===== config.mk =====
export PLATFORM = sky130hd
export DESIGN_NAME = addsub_pipe
export DESIGN_NICKNAME = d
export VERILOG_FILES = /design/src/rtl/addsub_pipe.sv
export SDC_FILE = /design/constraint.sdc
export NUM_CORES = 1
export LEC_CHECK = 0
export ABC_AREA = 0
export BUFFER_PORTS_ARGS = -buffer_cell sky130_fd_sc_hd__clkbuf_2
export CORE_MARGIN = 1
export CORE_UTILIZATION = 48
export DETAILED_ROUTE_END_ITERATION = 7
export GPL_TIMING_DRIVEN = 0
export PLACE_DENSITY = 0.78
export SLEW_MARGIN = 20
export SYNTH_ARGS = -nofsm -noshare
export SYNTH_HDL_FRONTEND = slang
export SYNTH_SLANG_ARGS = --single-unit

===== constraint.sdc =====
create_clock -name clk -period 2.1 [get_ports clk]
set_input_delay 0.42 -clock clk [delete_from_list [all_inputs] [get_ports clk]]
set_output_delay 0.42 -clock clk [all_outputs]
set_load 0.01 [all_outputs]

===== src/rtl/addsub_pipe.sv =====
// Pipelined adder-subtractor: the carry chain is cut into STAGES segments, one register per segment,
// with valid/ready on both sides. Define ADDSUB_STICKY_OVF_EN to add the sticky overflow flag (ovf_clr/ovf_sticky).
module addsub_pipe #(
    parameter int WIDTH  = 16,
    parameter int STAGES = 2
) (
    input  logic             clk,
    input  logic             reset,
    input  logic             in_valid,
    output logic             in_ready,
    input  logic [WIDTH-1:0] a,
    input  logic [WIDTH-1:0] b,
    input  logic             sub,
    input  logic             sat,
    output logic             out_valid,
    input  logic             out_ready,
`ifdef ADDSUB_STICKY_OVF_EN
    input  logic             ovf_clr,
    output logic             ovf_sticky,
`endif
    output logic [WIDTH-1:0] sum,
    output logic             cout,
    output logic             ovf
);

    localparam int SEG = WIDTH / STAGES;

    if (STAGES < 1 || (WIDTH % STAGES) != 0) begin : g_bad_cfg
        $error("addsub_pipe: WIDTH must be a positive multiple of STAGES");
    end

    logic [STAGES-1:0] v;
    logic [STAGES-1:0] adv;
    logic [STAGES-1:0] load;
    logic [STAGES:0]   v_up;

    assign v_up = {v, in_valid};

    // Backpressure ripples from out_ready toward the input in the same cycle, so a full pipe still streams.
    always_comb begin
        adv = '0;
        adv[STAGES-1] = ~v[STAGES-1] | out_ready;
        for (int k = STAGES - 2; k >= 0; k--) begin
            adv[k] = ~v[k] | adv[k+1];
        end
    end

    assign load      = adv & v_up[STAGES-1:0];
    assign in_ready  = ~v[0] | adv[0];
    assign out_valid = v[STAGES-1];

    always_ff @(posedge clk or posedge reset) begin
        if (reset) begin
            v <= '0;
        end else begin
            v <= load | (v & ~adv);
        end
    end

    // Stage k adds segment k; the operand bits still to be added shrink by SEG per stage
    // while the completed result bits grow by SEG.
    for (genvar k = 0; k < STAGES; k++) begin : g_stage
        localparam int REM = WIDTH - k * SEG;
        localparam int LO  = k * SEG;

        logic [REM-1:0]    op_a;
        logic [REM-1:0]    op_b;
        logic [LO+SEG-1:0] done;
        logic              c_in;
        logic              sat_in;
        logic              a_msb;
        logic              b_msb;
        logic [SEG:0]      seg_sum;

        if (k == 0) begin : g_src
            assign op_a   = a;
            assign op_b   = b ^ {WIDTH{sub}};
            assign c_in   = sub;
            assign sat_in = sat;
            assign a_msb  = a[WIDTH-1];
            assign b_msb  = b[WIDTH-1] ^ sub;
            assign done   = seg_sum[SEG-1:0];
        end else begin : g_src
            assign op_a   = g_stage[k-1].g_pass.a_q;
            assign op_b   = g_stage[k-1].g_pass.b_q;
            assign c_in   = g_stage[k-1].g_pass.c_q;
            assign sat_in = g_stage[k-1].g_pass.sat_q;
            assign a_msb  = g_stage[k-1].g_pass.a_msb_q;
            assign b_msb  = g_stage[k-1].g_pass.b_msb_q;
            assign done   = {seg_sum[SEG-1:0], g_stage[k-1].g_pass.lo_q};
        end

        assign seg_sum = {1'b0, op_a[SEG-1:0]} + {1'b0, op_b[SEG-1:0]} + {{SEG{1'b0}}, c_in};

        if (k < STAGES - 1) begin : g_pass
            logic [REM-SEG-1:0] a_q;
            logic [REM-SEG-1:0] b_q;
            logic [LO+SEG-1:0]  lo_q;
            logic               c_q;
            logic               sat_q;
            logic               a_msb_q;
            logic               b_msb_q;

            always_ff @(posedge clk) begin
                if (load[k]) begin
                    a_q     <= op_a[REM-1:SEG];
                    b_q     <= op_b[REM-1:SEG];
                    lo_q    <= done;
                    c_q     <= seg_sum[SEG];
                    sat_q   <= sat_in;
                    a_msb_q <= a_msb;
                    b_msb_q <= b_msb;
                end
            end
        end else begin : g_last
            logic             ovf_raw;
            logic [WIDTH-1:0] sat_val;

            assign ovf_raw = (a_msb == b_msb) & (done[WIDTH-1] != a_msb);
            assign sat_val = a_msb ? {1'b1, {(WIDTH-1){1'b0}}} : {1'b0, {(WIDTH-1){1'b1}}};

            // Output register only moves on a real load, so a stalled result stays put.
            always_ff @(posedge clk or posedge reset) begin
                if (reset) begin
                    sum  <= '0;
                    cout <= 1'b0;
                    ovf  <= 1'b0;
                end else if (load[k]) begin
                    sum  <= (sat_in & ovf_raw) ? sat_val : done;
                    cout <= seg_sum[SEG];
                    ovf  <= ovf_raw;
                end
            end
        end
    end

`ifdef ADDSUB_STICKY_OVF_EN
    // Set has priority over clear so an overflow leaving in the clearing cycle is not lost.
    always_ff @(posedge clk or posedge reset) begin
        if (reset) begin
            ovf_sticky <= 1'b0;
        end else if (out_valid & out_ready & ovf) begin
            ovf_sticky <= 1'b1;
        end else if (ovf_clr) begin
            ovf_sticky <= 1'b0;
        end
    end
`endif

endmodule

# --- Word-level counts from Yosys, hierarchy flattened ---
# Cells that the tools add are included.
classes:
  addsub: 4
  n_mul: 0
  div_mod_pow: 0
  magnitude_cmp: 0
  n_eq_ne: 2
  shift: 0
  mux: 2
  bitwise_logic: 13
  n_reduce_logical: 0
ops:
  columns: ["cell", "count"]
  rows:
  - ["$mux 16", 2]
  - ["$add 8x8->9", 2]
  - ["$add 9x1->9", 2]
  - ["$xor 16x16->16", 1]
  - ["$and 2x2->2", 2]
  - ["$or 1x1->1", 3]
  - ["$and 1x1->1", 2]
  - ["$not 1->1", 2]
  - ["$not 2->2", 1]
  - ["$or 2x2->2", 1]
  - ["$eq 1x1->1", 1]
  - ["$ne 1x1->1", 1]
  - ["$xor 1x1->1", 1]
totals:
  regBits: 48
  latchBits: 0
  ram_bits: 0
  romBits: 0
  output_inout_bits: 20
  word_cells: 32
  memories: 0

# --- Depth between registers and ports, before layout ---
logic_depth:
  ltp_word: 6
  ltp_mapped: 9

# --- Worst setup path before layout ---
# Ideal clock, no wire load.
synth_timing:
  path_kind: "input port to flip-flop"
  from: "in sub"
  to: "reg g_stage[0].g_pass.c_q (data pin)"
  setup_ns: 0.273
  arrival_time_ns: 2.410
  required_ns: 1.827
  slack_ns: -0.583
  stages: 9
  path_buffers: 2
  path_cell_list: "buf_6 > clkbuf_1 > xor2_1 > fa_1 > a21o_1 > a21oi_1 > nor2_1 > o311ai_0 > a21oi_1"
synth_between:
  elab_chain_cells: 3
synth_lines:
  columns: ["element", "line", "source"]
  rows:
  - ["start: declaration", "13", "input logic sub,"]
  - ["$xor 16x16->16", "77", "assign op_b = b ^ {WIDTH{sub}};"]
  - ["$add 8x8->9", "93", "assign seg_sum = {1'b0, op_a[SEG-1:0]} + {1'b0, op_b[SEG-1:0]} + {{SEG{1'b0}}, c_in};"]
  - ["$add 9x1->9 (*)", "93", null]
  - ["named net g_stage[0].seg_sum[8]", "73", "logic [SEG:0] seg_sum;"]
  - ["end signal: assignment", "109", "c_q <= seg_sum[SEG];"]
  - ["end: declaration", "99", "logic c_q;"]
# The timed path passes the listed nets; every way through them passes the cells marked *.
# A chain may end at the register's enable or synchronous reset.

# --- Final worst setup path ---
layout_timing:
  from: "reg g_stage[0].g_pass.c_q"
  to: "reg sum[2]"
layout_between:
  elab_chain_cells: 5
layout_lines:
  columns: ["element", "line", "source"]
  rows:
  - ["$add 9x1->9", "93", null]
  - ["$ne 1x1->1", "119", "assign ovf_raw = (a_msb == b_msb) & (done[WIDTH-1] != a_msb);"]
  - ["$and 1x1->1", "119", null]
  - ["$and 1x1->1", "129", "sum <= (sat_in & ovf_raw) ? sat_val : done;"]
  - ["$mux 16", "129", null]
  - ["end signal: assignment", "129", null]
  - ["end: declaration", "21", "output logic [WIDTH-1:0] sum,"]
# Every way passes these cells.

==> impl_metrics.yaml <==
run_status:
  outcome: "finished, violations left"
  violations: "negative setup slack"
clocking:
  clockBufferDepth: 2
  path_clk_slew_ns: 0.08
  numCtsBuffers: 5
  clock-sinks: 46
  cts-root-buf: "clkbuf_8"
  clk_latency_ns: 0.30
  htree_levels: 2
  cts_tree: "built"
global_route:
  grt_pass1_vias: 1801
  grt_first_pass_wirelength_mm: 7.87
  antenna_found_initial: 0
  groute.usage.overall_pct: 19.6
  overflow: 0
  grt_max_degree: 27
routing:
  vias_per_cell: 5.13
  ant_nets: 0
  wl_per_cell_um: 13.7
  first_iter_violations: 111
  wl_mm: 4.88
  vias: 1832
  drc_errors: 0
  firstDrtPassIters: 4
worst_setup_path:
  critPathMaxFanout: 6
  arrival_ns: 2.32
  critical_path_class: "reg2reg"
  worstPathRequired_ns: 2.27
  critPathLaunchType: "flip-flop"
  endpoint_kind: "flip-flop"
timing:
  setup_viol: 11
  fmax_mhz: 465
  worst_pin_slew_ns: 0.734
  worst_slew_margin_rel_pct: 51.0
  finalSetupTns_ns: -0.284
  finalHoldViolations: 0
  rsz0062_at_grt: "yes"
  fin_skew_ns: 0.00835
  finalCritPeriodShare_pct: 102
  min_period_ns: 2.15
  finalWorstSetupSlack_ns: -0.0497
  drv_slew: 0
placed_design:
  dp_hpwl_mm: 3.56
  portBuffers: 56
  place.gp.congestion: 0.803
  placed_cells: 340
  pre_cts_ws_ns: -0.330
pwr:
  power_density_mw_per_mm2: 805
  ir_drop_mv: 0.323
  p_leak_nw: 1.39
synthesis:
  synth_edf_count: 26
  syn_nets: 272
  syn_area_mm2: 0.00247
  yosysSeqAreaShare_pct: 51.9
  synth_cell_types: 44
  yosysWarnings: 0
  async_reset_ff_share_pct: 43.5
  synth_flop_cell: "edfxtp_1"
  ys_ff_latch: 46
  synthCells: 217
  syn_area_per_cell_um2: 11.4
floorplanning:
  rows: 25
  core-area_mm2: 0.00485
  die_area_mm2: 0.00543
  die_h_um: 73.7
  start_util_pct: 50.9
  die_x_um: 73.7
  io_pins: 58
cells_and_area:
  nets: 344
  layoutNonFillerInstCount: 357
  fill_cells: 402
  insertedDiodeCount: 0
  drive_gt1_share_pct: 33.1
  area_growth_pct: 26.3
job:
  maxCapViolCount: 0
hold_path:
  hold_class: "in2async"
where the power goes:
| group | internal [mW] | switching [mW] | leakage, nW |
|---|---|---|---|
| logic | 0.359 | 0.402 | 0.849 |
| registers | 1.12 | 0.0752 | 0.491 |
| clock network | 0.265 | 0.284 | 0.0488 |
| total | 1.75 | 0.761 | 1.39 |
final timing paths:
path | endpoint | start | slack [ns] | cells past startpoint
worst min register to register | ovf | ovf | 0.48 | 2
min in group clk | g_stage[0].g_pass.a_q[4] | a[12] | 0.30 | 1
worst min-delay path | asynchronous set/reset pin | reset | 0.22 | 2
worst max-delay path | sum[2] | g_stage[0].g_pass.c_q | -0.05 | 7
max in group asynchronous | sum[8] | reset | 1.41 | 2
worst max register to register | sum[2] | g_stage[0].g_pass.c_q | -0.05 | 7
stage by stage:
| stage | util, % | instance area, µm² | total power, mW | hold WS (ns) |
|---|---|---|---|---|
| 2_1_floorplan | - | 2530 | 1.66 | 0.384 |
| 3_3_place_gp | 59.7 | 2900 | 1.88 | 0.464 |
| 3_5_place_dp | 59.7 | 2900 | 1.91 | 0.465 |
| 4_1_cts | 63.0 | 3060 | 2.48 | 0.241 |
| 5_1_grt | 64.3 | 3120 | 2.65 | 0.282 |
| 6_report | 64.3 | 3120 | 2.51 | 0.218 |
flip-flops by register name, summed over array words and instances (netlist names), named ones only:
register and cells:
g_stage.g_pass.sat_q 1, g_stage.g_pass.lo_q 8, cout 1, sum 16, g_stage.g_pass.c_q 1, ovf 1, g_stage.g_pass.a_q 8, g_stage.g_pass.b_q 8
cells by family after synthesis:
| group | synth area share, % |
|---|---|
| xor+xnor | 8.52 |
| simple gates | 11.4 |
| buf+inv | 2.59 |
| compound gates | 14.9 |
| flops | 51.9 |
| mux | 1.17 |
| fa+ha+maj | 9.53 |
worst max-delay path, cell delays in order (launching register included):
cell and delay [ns]:
edfxtp_1 0.42, fa_2 0.46, a211oi_4 0.24, nor2_1 0.08, a41o_2 0.27, mux2i_4 0.29
buf_6 0.17, o211ai_1 0.10
cell type report:
class | instances | area [µm²] | share of cell area [%]
clock buffers | 6 | 82.6 | 2.65
clock inverters | 2 | 12.5 | 0.401
flip-flops and latches | 46 | 1280 | 41.1
multi-input cells | 157 | 1200 | 38.6
inverters | 7 | 26.3 | 0.843
repair buffers | 65 | 352 | 11.3
well taps | 67 | 83.8 | 2.69
plain buffers | 7 | 75.1 | 2.41
what timing repair did:
action,in CTS,in global routing
setup buffers,4,4
pin swaps,13,6
cloned,1,0
resized for setup,12,8
hold buffers,0,0
endpoints found under the setup margin,15,20
metal layers:
metal  GRT usage (%)  vias up  part of all wire, %
li1                -      928                    -
met1            22.3      840                   43
met2            35.8       57                   50
met5               0        -                    0
met3            4.39        7                  5.4
met4            7.05        0                  1.1
Yosys cell counts (all sizes together) (2+ instances only):
master | instances | area [µm²]
a21o | 5 | 37.5
a21oi | 11 | 55.1
and2 | 2 | 12.5
buf | 2 | 18.8
clkbuf | 5 | 18.8
dfrtp | 20 | 500
edfxtp | 26 | 781
fa | 3 | 60.1
ha | 14 | 175
inv | 7 | 26.3
nand2 | 31 | 116
nand2b | 3 | 18.8
nand3 | 2 | 10.0
nor2 | 11 | 41.3
nor2b | 3 | 18.8
nor3 | 2 | 10.0
o211ai | 11 | 82.6
o21a | 2 | 15.0
o21ai | 9 | 45.0
o311ai | 4 | 35.0
o31ai | 2 | 15.0
xnor2 | 2 | 17.5
xor2 | 22 | 193
cells in the final DEF, fill, tap and decap left out, types with 2 or more instances in the layout:
master	instances
ha_1	14
a21oi_1	9
clkbuf_1	3
o211ai_1	11
a21oi_2	2
a21o_1	5
o21ai_2	2
o311ai_1	3
xor2_1	21
nor2b_1	2
nand2b_1	3
edfxtp_1	26
buf_4	9
nor2_1	11
nor3_1	2
nand2_1	31
buf_6	2
xnor2_1	2
o21ai_0	7
fa_2	3
o21a_1	2
nand3_1	2
dfrtp_1	20
clkbuf_2	56
clkbuf_8	6
inv_1	6
Note: power is estimated with default switching activity, not from simulation.
